## src/rtl/gpio_arb_pkg.sv

```systemverilog
// gpio_arb_pkg: shared types and defaults for the GPIO pad ownership arbiter.
//   arb_state_e   - per-pin ownership state (IDLE / JTAG / LOCAL / TURN)
//   NR_GPIOS_DFLT - default number of arbitrated pins
//   MIN_HOLD_DFLT - default minimum local hold time in cycles
//   hold_width()  - width of the hold counter for a given MIN_HOLD
package gpio_arb_pkg;

  typedef enum logic [1:0] {
    StIdle  = 2'd0,
    StJtag  = 2'd1,
    StLocal = 2'd2,
    StTurn  = 2'd3
  } arb_state_e;

  localparam int unsigned NR_GPIOS_DFLT = 3;
  localparam int unsigned MIN_HOLD_DFLT = 1024;

  // $clog2(max_val + 1), but never narrower than one bit.
  function automatic int unsigned hold_width(input int unsigned max_val);
    int unsigned w;
    w = $clog2(max_val + 1);
    return (w == 0) ? 1 : w;
  endfunction

endpackage

```

## src/rtl/gpio_owner_arb_if.sv

```systemverilog
// gpio_owner_arb_if: request/grant and pad bundle of the GPIO ownership arbiter.
//   jtag_req/jtag_val - JTAG ownership request and drive value per pin
//   loc_req/loc_val   - local logic ownership request and drive value per pin
//   pad_out/pad_oe    - registered pad value and output enable
//   jtag_gnt/loc_gnt  - current owner of each pin
// Modports: master (requesters / pad side view), slave (the arbiter).
interface gpio_owner_arb_if
  import gpio_arb_pkg::*;
#(
  parameter int unsigned NR_GPIOS = NR_GPIOS_DFLT
);

  logic [NR_GPIOS-1:0] jtag_req;
  logic [NR_GPIOS-1:0] jtag_val;
  logic [NR_GPIOS-1:0] loc_req;
  logic [NR_GPIOS-1:0] loc_val;
  logic [NR_GPIOS-1:0] pad_out;
  logic [NR_GPIOS-1:0] pad_oe;
  logic [NR_GPIOS-1:0] jtag_gnt;
  logic [NR_GPIOS-1:0] loc_gnt;

  modport master (
    output jtag_req, jtag_val, loc_req, loc_val,
    input  pad_out, pad_oe, jtag_gnt, loc_gnt
  );

  modport slave (
    input  jtag_req, jtag_val, loc_req, loc_val,
    output pad_out, pad_oe, jtag_gnt, loc_gnt
  );

endinterface

```

## src/rtl/gpio_arb_pin.sv

```systemverilog
// gpio_arb_pin: ownership FSM for a single GPIO pad.
// JTAG beats local on simultaneous requests; local keeps the pin for at least
// MIN_HOLD cycles before JTAG may preempt; every ownership change passes
// through one TURN cycle with the pad tri-stated.
// Ports:
//   clk, reset_        - clock, asynchronous active-low reset
//   jtag_req, jtag_val - JTAG request and drive value (already in clk domain)
//   loc_req, loc_val   - local request and drive value
//   pad_out, pad_oe    - registered pad value / enable
//   jtag_gnt, loc_gnt  - registered ownership flags
module gpio_arb_pin
  import gpio_arb_pkg::*;
#(
  parameter int unsigned MIN_HOLD = MIN_HOLD_DFLT
) (
  input  logic clk,
  input  logic reset_,
  input  logic jtag_req,
  input  logic jtag_val,
  input  logic loc_req,
  input  logic loc_val,
  output logic pad_out,
  output logic pad_oe,
  output logic jtag_gnt,
  output logic loc_gnt
);

  localparam int unsigned HoldW = hold_width(MIN_HOLD);
  localparam logic [HoldW-1:0] HoldMax = HoldW'(MIN_HOLD);

  arb_state_e       state_q, state_d;
  logic [HoldW-1:0] hold_q, hold_d;
  logic             pad_out_q, pad_oe_q, jtag_gnt_q, loc_gnt_q;

  always_comb begin
    state_d = state_q;
    unique case (state_q)
      StIdle: begin
        if (jtag_req) begin
          state_d = StJtag;
        end else if (loc_req) begin
          state_d = StLocal;
        end
      end
      StJtag: begin
        if (!jtag_req) state_d = StTurn;
      end
      StLocal: begin
        if (!loc_req || (jtag_req && (hold_q == HoldMax))) state_d = StTurn;
      end
      StTurn: state_d = StIdle;
      default: state_d = StIdle;
    endcase
  end

  // Counter is held at zero outside LOCAL, so it starts from zero on every entry.
  always_comb begin
    hold_d = hold_q;
    if (state_q != StLocal) begin
      hold_d = '0;
    end else if (hold_q != HoldMax) begin
      hold_d = hold_q + HoldW'(1);
    end
  end

  // Outputs are loaded from the next state so they line up with the state register.
  always_ff @(posedge clk or negedge reset_) begin
    if (!reset_) begin
      state_q    <= StIdle;
      hold_q     <= '0;
      pad_out_q  <= 1'b0;
      pad_oe_q   <= 1'b0;
      jtag_gnt_q <= 1'b0;
      loc_gnt_q  <= 1'b0;
    end else begin
      state_q    <= state_d;
      hold_q     <= hold_d;
      pad_oe_q   <= (state_d == StJtag) || (state_d == StLocal);
      jtag_gnt_q <= (state_d == StJtag);
      loc_gnt_q  <= (state_d == StLocal);
      if (state_d == StJtag) begin
        pad_out_q <= jtag_val;
      end else if (state_d == StLocal) begin
        pad_out_q <= loc_val;
      end else begin
        pad_out_q <= 1'b0;
      end
    end
  end

  assign pad_out  = pad_out_q;
  assign pad_oe   = pad_oe_q;
  assign jtag_gnt = jtag_gnt_q;
  assign loc_gnt  = loc_gnt_q;

endmodule

```

## src/rtl/gpio_owner_arb.sv

```systemverilog
// gpio_owner_arb: per-pin pad ownership arbiter between the JTAG GPIO register
// and on-chip logic. One gpio_arb_pin FSM per pin.
// Ports:
//   clk    - system clock
//   reset_ - asynchronous active-low reset
//   bus    - gpio_owner_arb_if slave: requests/values in, pads and grants out
// Configuration macro GPIO_ARB_SYNC_EN: when defined, jtag_req and jtag_val pass
// through 2-flop synchronizers (TCK-domain source); otherwise they must already
// be synchronous to clk.
module gpio_owner_arb
  import gpio_arb_pkg::*;
#(
  parameter int unsigned NR_GPIOS = NR_GPIOS_DFLT,
  parameter int unsigned MIN_HOLD = MIN_HOLD_DFLT
) (
  input logic             clk,
  input logic             reset_,
  gpio_owner_arb_if.slave bus
);

  logic [NR_GPIOS-1:0] jtag_req_s;
  logic [NR_GPIOS-1:0] jtag_val_s;

`ifdef GPIO_ARB_SYNC_EN
  logic [NR_GPIOS-1:0] req_meta_q, req_sync_q;
  logic [NR_GPIOS-1:0] val_meta_q, val_sync_q;

  always_ff @(posedge clk or negedge reset_) begin
    if (!reset_) begin
      req_meta_q <= '0;
      req_sync_q <= '0;
      val_meta_q <= '0;
      val_sync_q <= '0;
    end else begin
      req_meta_q <= bus.jtag_req;
      req_sync_q <= req_meta_q;
      val_meta_q <= bus.jtag_val;
      val_sync_q <= val_meta_q;
    end
  end

  assign jtag_req_s = req_sync_q;
  assign jtag_val_s = val_sync_q;
`else
  assign jtag_req_s = bus.jtag_req;
  assign jtag_val_s = bus.jtag_val;
`endif

  logic [NR_GPIOS-1:0] pad_out_w;
  logic [NR_GPIOS-1:0] pad_oe_w;
  logic [NR_GPIOS-1:0] jtag_gnt_w;
  logic [NR_GPIOS-1:0] loc_gnt_w;

  for (genvar i = 0; i < NR_GPIOS; i++) begin : g_pin
    gpio_arb_pin #(
      .MIN_HOLD (MIN_HOLD)
    ) u_pin (
      .clk      (clk),
      .reset_   (reset_),
      .jtag_req (jtag_req_s[i]),
      .jtag_val (jtag_val_s[i]),
      .loc_req  (bus.loc_req[i]),
      .loc_val  (bus.loc_val[i]),
      .pad_out  (pad_out_w[i]),
      .pad_oe   (pad_oe_w[i]),
      .jtag_gnt (jtag_gnt_w[i]),
      .loc_gnt  (loc_gnt_w[i])
    );
  end

  assign bus.pad_out  = pad_out_w;
  assign bus.pad_oe   = pad_oe_w;
  assign bus.jtag_gnt = jtag_gnt_w;
  assign bus.loc_gnt  = loc_gnt_w;

endmodule

```

## src/flat_wrapper.sv

```systemverilog
// flat-port wrapper written by rule: the top's interface ports become plain ports
module gpio_owner_arb_flat import gpio_arb_pkg::*;
#(
  parameter int unsigned NR_GPIOS = NR_GPIOS_DFLT,
  parameter int unsigned MIN_HOLD = MIN_HOLD_DFLT
)
  (clk, reset_, bus_jtag_req, bus_jtag_val, bus_loc_req, bus_loc_val, bus_pad_out, bus_pad_oe, bus_jtag_gnt, bus_loc_gnt);
  gpio_owner_arb_if #(.NR_GPIOS(NR_GPIOS)) bus_i ();
  input logic clk;
  input logic reset_;
  input wire logic [$bits(bus_i.jtag_req)-1:0] bus_jtag_req;
  input wire logic [$bits(bus_i.jtag_val)-1:0] bus_jtag_val;
  input wire logic [$bits(bus_i.loc_req)-1:0] bus_loc_req;
  input wire logic [$bits(bus_i.loc_val)-1:0] bus_loc_val;
  output wire logic [$bits(bus_i.pad_out)-1:0] bus_pad_out;
  output wire logic [$bits(bus_i.pad_oe)-1:0] bus_pad_oe;
  output wire logic [$bits(bus_i.jtag_gnt)-1:0] bus_jtag_gnt;
  output wire logic [$bits(bus_i.loc_gnt)-1:0] bus_loc_gnt;
  assign bus_i.jtag_req = bus_jtag_req;
  assign bus_i.jtag_val = bus_jtag_val;
  assign bus_i.loc_req = bus_loc_req;
  assign bus_i.loc_val = bus_loc_val;
  assign bus_pad_out = bus_i.pad_out;
  assign bus_pad_oe = bus_i.pad_oe;
  assign bus_jtag_gnt = bus_i.jtag_gnt;
  assign bus_loc_gnt = bus_i.loc_gnt;
  gpio_owner_arb #(.NR_GPIOS(NR_GPIOS), .MIN_HOLD(MIN_HOLD)) u_core (.clk(clk), .reset_(reset_), .bus(bus_i));
endmodule
```

## config.mk

```make
export PLATFORM = sky130hd
export DESIGN_NAME = gpio_owner_arb_flat
export DESIGN_NICKNAME = d
export VERILOG_FILES = /design/src/rtl/gpio_arb_pkg.sv /design/src/rtl/gpio_owner_arb_if.sv /design/src/rtl/gpio_arb_pin.sv /design/src/rtl/gpio_owner_arb.sv /design/src/flat_wrapper.sv
export SDC_FILE = /design/constraint.sdc
export NUM_CORES = 1
export LEC_CHECK = 0
export BUFFER_PORTS_ARGS = -buffer_cell sky130_fd_sc_hd__buf_4
export CAP_MARGIN = 0
export CORE_ASPECT_RATIO = 0.5
export CORE_MARGIN = 2
export CORE_UTILIZATION = 58
export CTS_CLUSTER_DIAMETER = 40
export DETAILED_ROUTE_END_ITERATION = 8
export PLACE_DENSITY = 0.83
export SLEW_MARGIN = 20
export SYNTH_ARGS = -nofsm -noshare
export SYNTH_HDL_FRONTEND = slang
export SYNTH_SLANG_ARGS = --single-unit
export TNS_END_PERCENT = 10
```

## constraint.sdc

```tcl
create_clock -name clk -period 2.15 [get_ports clk]
set_input_delay 0.3225 -clock clk [delete_from_list [all_inputs] [get_ports clk]]
set_output_delay 0.3225 -clock clk [all_outputs]
set_load 0.01 [all_outputs]
```

**Word-level counts from Yosys, hierarchy flattened**

Cells that the tools add are included.

- Memories: 0
- Output and inout port bits: 12
- ROM bits: 0
- Register bits: 51
- Input port bits: 14
- Bits in latches: 0
- Memory bits (writable): 0

- Equality and inequality tests: 24
- Magnitude comparators: 0
- Multiplexer cells: 27
- Div/mod/pow operators: 0
- Multipliers: 0
- Bitwise gates (word level): 0
- Shifts and indexed selects: 0
- Reduce and logical (&&, ||, !) cells: 18
- Add/subtract/negate cells: 3

Operators with widths:

| kind | count |
|---|---|
| $mux W11 | 6 |
| $add A11 B1 Y11 const B | 3 |
| $eq A11 B11 Y1 const B | 3 |
| $ne A11 B11 Y1 const B | 3 |
| $mux W2 | 12 |
| $pmux W2 S4 | 3 |
| $eq A2 B2 Y1 const B | 9 |
| $eq A2 B1 Y1 const B | 6 |
| $logic_not A2 Y1 | 3 |
| $logic_or A1 B1 Y1 | 6 |
| $mux W1 | 6 |
| $ne A2 B2 Y1 const B | 3 |
| $reduce_bool A2 Y1 | 3 |
| $logic_and A1 B1 Y1 | 3 |
| $logic_not A1 Y1 | 3 |

**Longest topological paths before layout**

Gate-level depths: netlist (run 1).

- Word-level depth: 8
- Gate-level depth with buffers: 8
- Gate-level depth less buffers: 8

**Modules after synthesis**

A second synthesis (run 1) with hierarchy kept.

- Cells, all modules: 258
- Area, all modules: 2590.0 µm²

By module, submodules not included:

| module | cells an instance | sequential area each (µm²) | times used | area each (µm²) |
|---|---|---|---|---|
| gpio_arb_pin | 86 | 425.4 | 3 | 863.3 |

**Least setup slack after synthesis (run 1)**

Ideal clock, no wire load.

- Kind: register to register
- From: reg u_core.g_pin[2].u_pin.hold_q[2]
- To: reg u_core.g_pin[2].u_pin.pad_out_q
- Path buffers: 0
- Clock period less this slack: 1.870 ns
- Path slack: 0.280 ns
- Stages on the path, launching flop included: 7
- Library setup time: 0.127 ns
- Arrival time: 1.743 ns
- Cells stage by stage: dfrtp_1 or4_4 nor4_4 a21oi_1 ha_1 nand2_1 o21ai_0

- Word-level cells in the longest chain between the ends: 8
- Elaborated cells between the ends (all ways): 9
- Those cells by class: 3 x eq/ne; 4 x mux; 2 x reduce/logical

Ends and longest elaborated chain:

| what | RTL line | source |
|---|---|---|
| start: declaration | gpio_arb_pin.sv:32 | `logic [HoldW-1:0] hold_q, hold_d;` |
| start signal: assignment | gpio_arb_pin.sv:77 | `hold_q <= hold_d;` |
| $eq A11 B11 Y1 * | gpio_arb_pin.sv:49 | `if (!loc_req \|\| (jtag_req && (hold_q == HoldMax))) state_d = StTurn;` |
| $logic_and A1 B1 Y1 * | gpio_arb_pin.sv:49 |  |
| $logic_or A1 B1 Y1 * | gpio_arb_pin.sv:49 |  |
| $mux W2 * | gpio_arb_pin.sv:49 |  |
| $pmux W2 S4 * | gpio_arb_pin.sv:37 | `unique case (state_q)` |
| $eq A2 B2 Y1 | gpio_arb_pin.sv:83 | `end else if (state_d == StLocal) begin` |
| $mux W1 | gpio_arb_pin.sv:83 |  |
| $mux W1 * | gpio_arb_pin.sv:81 | `if (state_d == StJtag) begin` |
| end signal: assignment | gpio_arb_pin.sv:82 | `pad_out_q <= jtag_val;` |
| end signal: assignment | gpio_arb_pin.sv:84 | `pad_out_q <= loc_val;` |
| end: declaration | gpio_arb_pin.sv:33 | `logic pad_out_q, pad_oe_q, jtag_gnt_q, loc_gnt_q;` |

Every way passes the cells marked *; elsewhere a longest branch is shown, timed or not.
A chain may end at the register's enable or synchronous reset.

**Final worst setup path (run 1)**

- From: reg u_core.g_pin[0].u_pin.hold_q[0]
- To: reg u_core.g_pin[0].u_pin.pad_out_q

- Word-level cells in the longest chain between the ends: 8
- Elaborated cells between the ends (all ways): 9
- Those cells by class: 3 x eq/ne; 4 x mux; 2 x reduce/logical

Ends and longest elaborated chain:

| what | RTL line |
|---|---|
| start: declaration | gpio_arb_pin.sv:32 |
| start signal: assignment | gpio_arb_pin.sv:77 |
| $eq A11 B11 Y1 * | gpio_arb_pin.sv:49 |
| $logic_and A1 B1 Y1 * | gpio_arb_pin.sv:49 |
| $logic_or A1 B1 Y1 * | gpio_arb_pin.sv:49 |
| $mux W2 * | gpio_arb_pin.sv:49 |
| $pmux W2 S4 * | gpio_arb_pin.sv:37 |
| $eq A2 B2 Y1 | gpio_arb_pin.sv:83 |
| $mux W1 | gpio_arb_pin.sv:83 |
| $mux W1 * | gpio_arb_pin.sv:81 |
| end signal: assignment | gpio_arb_pin.sv:82 |
| end signal: assignment | gpio_arb_pin.sv:84 |
| end: declaration | gpio_arb_pin.sv:33 |

Marked as above.

==> results of run 1 <==
-- final timing paths --
path                                                  startpoint                                to  slack, ns  depth (start not counted)
worst max-delay path             u_core.g_pin[0].u_pin.hold_q[0]     u_core.g_pin[0].u_pin.pad_out       0.11                          8
worst min-delay path                                      reset_     u_core.g_pin[0].u_pin.loc_gnt       0.03                          1
worst max register to register   u_core.g_pin[0].u_pin.hold_q[0]     u_core.g_pin[0].u_pin.pad_out       0.11                          8
worst min register to register  u_core.g_pin[1].u_pin.hold_q[10]  u_core.g_pin[1].u_pin.hold_q[10]       0.55                          2
max in group asynchronous                                 reset_   u_core.g_pin[2].u_pin.hold_q[7]       1.69                          1
min in group clk                                 bus_jtag_val[2]     u_core.g_pin[2].u_pin.pad_out       0.21                          3
-- cells in the mapped netlist (6+ instances only) --
library cell,instances
dfrtp_1,51
nand2_1,30
a21oi_1,20
nand3_1,16
inv_1,15
o31ai_1,14
buf_4,13
nor2_1,13
ha_1,12
or4_1,12
mux2i_1,6
nor3_1,6
o21ai_0,6
-- power breakdown --
group / internal, µW / total (µW) / switching, µW
clock network: 228 / 534 / 306
registers: 1160 / 1300 / 149
logic: 391 / 861 / 470
total: 1770 / 2700 / 925
-- cell type report --
class / count / area, µm²
Inverter: 15 / 56.3
Tap cell: 57 / 71.3
Sequential cell: 51 / 1280
Timing Repair Buffer: 26 / 195
Fill cell: 354 / 1510
Clock buffer: 6 / 72.6
Multi-Input combinational cell: 184 / 1190
Clock inverter: 2 / 12.5
-- per-stage QoR --
stage	area, µm²	hold slack, ns	setup WS [ns]	util (%)
2_1_floorplan	2630	0.0269	0.280	-
3_3_place_gp	2780	0.380	0.235	63.5
3_5_place_dp	2780	0.392	0.121	63.5
4_1_cts	2870	0.0564	0.104	65.5
5_1_grt	2880	0.0883	-0.0582	65.6
6_report	2880	0.0291	0.111	65.6
-- metal layers --
layer | global-route usage, % | vias up | part of all wire, %
li1 | - | 971 | -
met1 | 22.0 | 935 | 44
met2 | 37.0 | 39 | 51
met3 | 4.57 | 5 | 3.7
met4 | 7.99 | 0 | 0.97
met5 | 0 | - | 0
-- cell families after synthesis --
logic type	after synthesis	synth area share, %
AND/OR/NAND/NOR	106	21.9
flip-flops	51	48.5
adder cells (fa/ha/maj)	12	5.70
AO/OA/AOI/OAI	54	13.1
buffers and inverters	33	6.56
XOR/XNOR	6	2.00
multiplexers	6	2.28
-- registers in the layout, summed over array words and instances, names as in the netlist --
signal                       cells
u_core.g_pin.u_pin.pad_out       3
u_core.g_pin.u_pin.state_q       6
u_core.g_pin.u_pin.pad_oe        3
u_core.g_pin.u_pin.hold_q       33
u_core.g_pin.u_pin.jtag_gnt      3
u_core.g_pin.u_pin.loc_gnt       3
-- worst max-delay path: stages, from the launching register on --
cell and delay [ns]:
dfrtp_1 0.44, inv_1 0.10, ha_1 0.15, nor4bb_1 0.34, nand3_1 0.24, a31o_2 0.31
ha_1 0.20, nand2_1 0.06, o21ai_0 0.07
==> impl_metrics.py, run 1 <==
metrics = {
    "run_status": {
        "run_status": "finished, final reports clean",
    },
    "final_layout": {
        "final_cell_mix": "dfrtp_1, nand2_1, buf_4",
        "fin_cells": 341,
        "syn_to_final_growth_pct": 9.17,
        "diodes": 0,
        "layout-drive-gt1-share_pct": 14.8,
        "final_common_cell": "dfrtp_1",
        "nets": 309,
    },
    "clock_tree": {
        "clk_latency_ns": 0.31,
        "cts_buffers": 5,
        "cts_tree": "yes",
        "cts_resized": 0,
        "cts_setup_buffers": 0,
        "root_buffer": "clkbuf_8",
        "clk_pin_slew_ns": 0.09,
        "clk_path_buf_depth": 2,
        "clock-sinks": 51,
        "postCtsHoldBufs": 0,
        "htreeDepth": 2,
    },
    "logic_synthesis": {
        "avgSynthCellArea_um2": 9.83,
        "synth_top_area_cell": "dfrtp_1",
        "ys_types": 36,
        "yosys_warnings": 0,
        "synthTopCellsByArea": "dfrtp_1, ha_1, nand2_1",
        "synth_seq_cells": 51,
        "synth_area_um2": 2630,
        "async_reset_ff_share_pct": 100,
        "yosysSeqAreaShare_pct": 48.5,
        "synth_edf_count": 0,
        "ys.flop_type": "dfrtp_1",
        "synthCells": 268,
        "yosysTopAreaCellShare_pct": 48.5,
        "syn-num-nets": 294,
    },
    "global_routing": {
        "grt_pass1_wl_um": 7870,
        "gr-total-overflow": 0,
        "antenna_found_initial": 0,
        "grt_max_degree": 52,
        "grt_pass1_vias": 1878,
        "grt.total_usage_pct": 19.6,
    },
    "placement": {
        "place_congestion": 0.870,
        "dpl.cell_count": 333,
        "port_buffers": 25,
        "dp_hpwl_um": 3320,
    },
    "timing": {
        "finalMaxSlewViolations": 0,
        "grt_setup_unrepaired": "yes",
        "fin_crit_sh_pct": 94.8,
        "setup_viol": 0,
        "worst_slew_pin_slew_ns": 0.630,
        "finalSetupTns_ns": 0,
        "finalCriticalPeriod_ns": 2.04,
        "slew_headroom_pct": 58.0,
        "hold_violations": 0,
        "fin_skew_ns": 0.0110,
        "fmax_mhz": 491,
    },
    "die": {
        "core-area_um2": 4380,
        "die_area_um2": 5130,
        "die_w_um": 99.3,
        "pin_count": 26,
        "fp.dieH_um": 51.7,
        "fp-row-count": 17,
        "initial_utilization_pct": 60.1,
    },
    "detailed_routing": {
        "wl_per_cell_um": 13.5,
        "drcViolationCount": 0,
        "vias": 1950,
        "drt-initial-drc-count": 82,
        "avgViaCountPerCell": 5.72,
        "dr.pass1.iters": 4,
        "final_antenna_net_count": 0,
        "wl_um": 4620,
    },
    "power_and_ir_drop": {
        "p_total_uw": 2700,
        "ir_drop_mv": 0.547,
        "p_per_area_nw_per_um2": 939,
        "p_leak_uw": 0.00121,
    },
    "job": {
        "max-cap-violations": 0,
    },
    "worst_hold_path": {
        "hp-class": "in2async",
    },
    "critical_path": {
        "crit_path_end_kind": "register",
        "cp.arrival_ns": 2.22,
        "startpoint_type": "register",
        "cp_max_fo": 6,
        "cp_data_required_time_ns": 2.34,
        "crit_type": "reg2reg",
    },
}
Note: power is estimated with default switching activity, not from simulation.
==> run 2, diff against run 1 <==
- REMOVE_ABC_BUFFERS: not set -> 1
==> run 2 against run 1 <==
Non-clock buffer count did not move. Core utilization rose by 0.31 points. Critical path depth is the same. Clock power shrank 2%. Final area grew 0.48%. Clock skew fell by 0.0060 ns. Worst hold slack better by 0.0043 ns. Fmax grew 1.6%. First-iteration DRC count is 12% lower. Final cell count unchanged. Critical path type unchanged.
==> impl_metrics.py, run 2 (same netlist as run 1, synthesis figures left out) <==
metrics = {
    "detailed_routing": {
        "drt-initial-drc-count": 72,
        "drcViolationCount": 0,
        "wl_um": 4830,
        "vias": 1984,
        "final_antenna_net_count": 0,
        "dr.pass1.iters": 4,
        "wl_per_cell_um": 14.2,
        "avgViaCountPerCell": 5.82,
    },
    "final_layout": {
        "final_common_cell": "dfrtp_1",
        "largest_register_ffs": 33,
        "nets": 309,
        "reg_top3": "u_core.g_pin.u_pin.hold_q x33, u_core.g_pin.u_pin.state_q x6",
        "multi_input_area_um2": 1210,
        "final_cell_mix": "dfrtp_1, nand2_1, buf_4",
        "layout-drive-gt1-share_pct": 15.5,
        "nFillCells": 341,
        "regArea_um2": 1280,
        "syn_to_final_growth_pct": 9.69,
        "stdcell_area_um2": 2890,
        "regMostFlops": "u_core.g_pin.u_pin.hold_q",
        "diodes": 0,
    },
    "clock_tree": {
        "cts_tree": "yes",
        "clk_latency_ns": 0.30,
        "clk_path_buf_depth": 2,
        "cts_setup_buffers": 0,
        "htreeDepth": 2,
        "root_buffer": "clkbuf_8",
        "clk_pin_slew_ns": 0.09,
        "cts_buffers": 5,
        "clock-sinks": 51,
    },
    "die": {
        "core-area_um2": 4380,
        "fp.dieH_um": 51.7,
        "initial_utilization_pct": 60.1,
        "die_w_um": 99.3,
        "fp-row-count": 17,
        "pin_count": 26,
        "die_area_um2": 5130,
    },
    "global_routing": {
        "grt_pass1_vias": 2032,
        "grt_pass1_wl_um": 8650,
        "gr-total-overflow": 0,
        "grt_max_degree": 52,
        "grt.total_usage_pct": 21.1,
        "antenna_found_initial": 0,
    },
    "critical_path": {
        "cp_max_fo": 6,
        "cp_data_required_time_ns": 2.34,
        "crit_type": "reg2reg",
        "cp.arrival_ns": 2.19,
        "crit_path_end_kind": "register",
        "startpoint_type": "register",
    },
    "timing": {
        "hold_violations": 0,
        "fin_skew_ns": 0.00498,
        "fmax_mhz": 498,
        "setup_viol": 0,
        "slew_headroom_pct": 58.2,
        "worst_slew_pin_slew_ns": 0.627,
        "fin_crit_sh_pct": 93.4,
        "finalMaxSlewViolations": 0,
        "finalCriticalPeriod_ns": 2.01,
    },
    "power_and_ir_drop": {
        "ir_drop_mv": 0.611,
        "p_per_area_nw_per_um2": 939,
        "p_total_uw": 2710,
        "p_leak_uw": 0.00121,
    },
    "placement": {
        "place_congestion": 0.853,
        "dp_hpwl_um": 3430,
        "placed_area_um2": 2780,
        "port_buffers": 25,
    },
    "job": {
        "max-cap-violations": 0,
    },
    "run_status": {
        "run_status": "finished, final reports clean",
    },
    "worst_hold_path": {
        "hp-class": "in2async",
    },
}
## run 2: worst paths after layout
check                           slack (ns)  cells past startpoint                        startpoint                          endpoint
worst min-delay path                  0.03                      1                            reset_  u_core.g_pin[0].u_pin.state_q[1]
worst max register to register        0.14                      8   u_core.g_pin[0].u_pin.hold_q[0]     u_core.g_pin[0].u_pin.pad_out
worst max-delay path                  0.14                      8   u_core.g_pin[0].u_pin.hold_q[0]     u_core.g_pin[0].u_pin.pad_out
worst min register to register        0.55                      2  u_core.g_pin[1].u_pin.hold_q[10]  u_core.g_pin[1].u_pin.hold_q[10]
max in group asynchronous             1.69                      1                            reset_   u_core.g_pin[1].u_pin.hold_q[7]
min in group clk                      0.22                      3                   bus_jtag_val[0]     u_core.g_pin[0].u_pin.pad_out
## run 2: power breakdown
| group | leakage [µW] | switching [µW] | internal (µW) |
|---|---|---|---|
| sequential | 0.000681 | 156 | 1160 |
| clock | 0.0000422 | 294 | 229 |
| combinational | 0.000490 | 483 | 396 |
## run 2: repair_timing
item,CTS,global route
gates resized for setup,0,4
hold buffers,0,0
setup endpoints to repair,0,5
## run 2: critical path: stages (launching register included)
cell      delay (ns)
dfrtp_1         0.44
inv_1           0.10
ha_1            0.14
nor4bb_2        0.39
nand3_2         0.19
a31o_2          0.29
ha_1            0.22
nand2_1         0.06
o21ai_0         0.06
## run 2: cell type report
| cell class | instances | area share (%) |
|---|---|---|
| Clock buffer | 7 | 2.64 |
| Clock inverter | 1 | 0.173 |
| Inverter | 15 | 1.95 |
| Multi-Input combinational cell | 184 | 41.8 |
| Sequential cell | 51 | 44.2 |
| Tap cell | 57 | 2.47 |
| Timing Repair Buffer | 26 | 6.76 |
## run 2: metal layers
layer,GRT usage [%],wire length [µm],vias to the layer above
met5,0,0,-
met4,7.08,35,0
met3,4.30,102,5
met2,40.2,2510,24
met1,24.3,2170,979
li1,-,-,976
## run 2: through the flow
stage	setup slack (ns)	utilization (%)	setup TNS (ns)	hold WS [ns]	std cells
detailed placement	0.0452	63.5	0	0.395	333
global placement	0.240	63.5	0	0.384	333
CTS	0.0393	65.4	0	0.0602	341
finish	0.143	65.9	0	0.0335	341
global route	-0.0433	65.9	-0.0433	0.0955	341
floorplan	0.280	-	0	0.0269	250
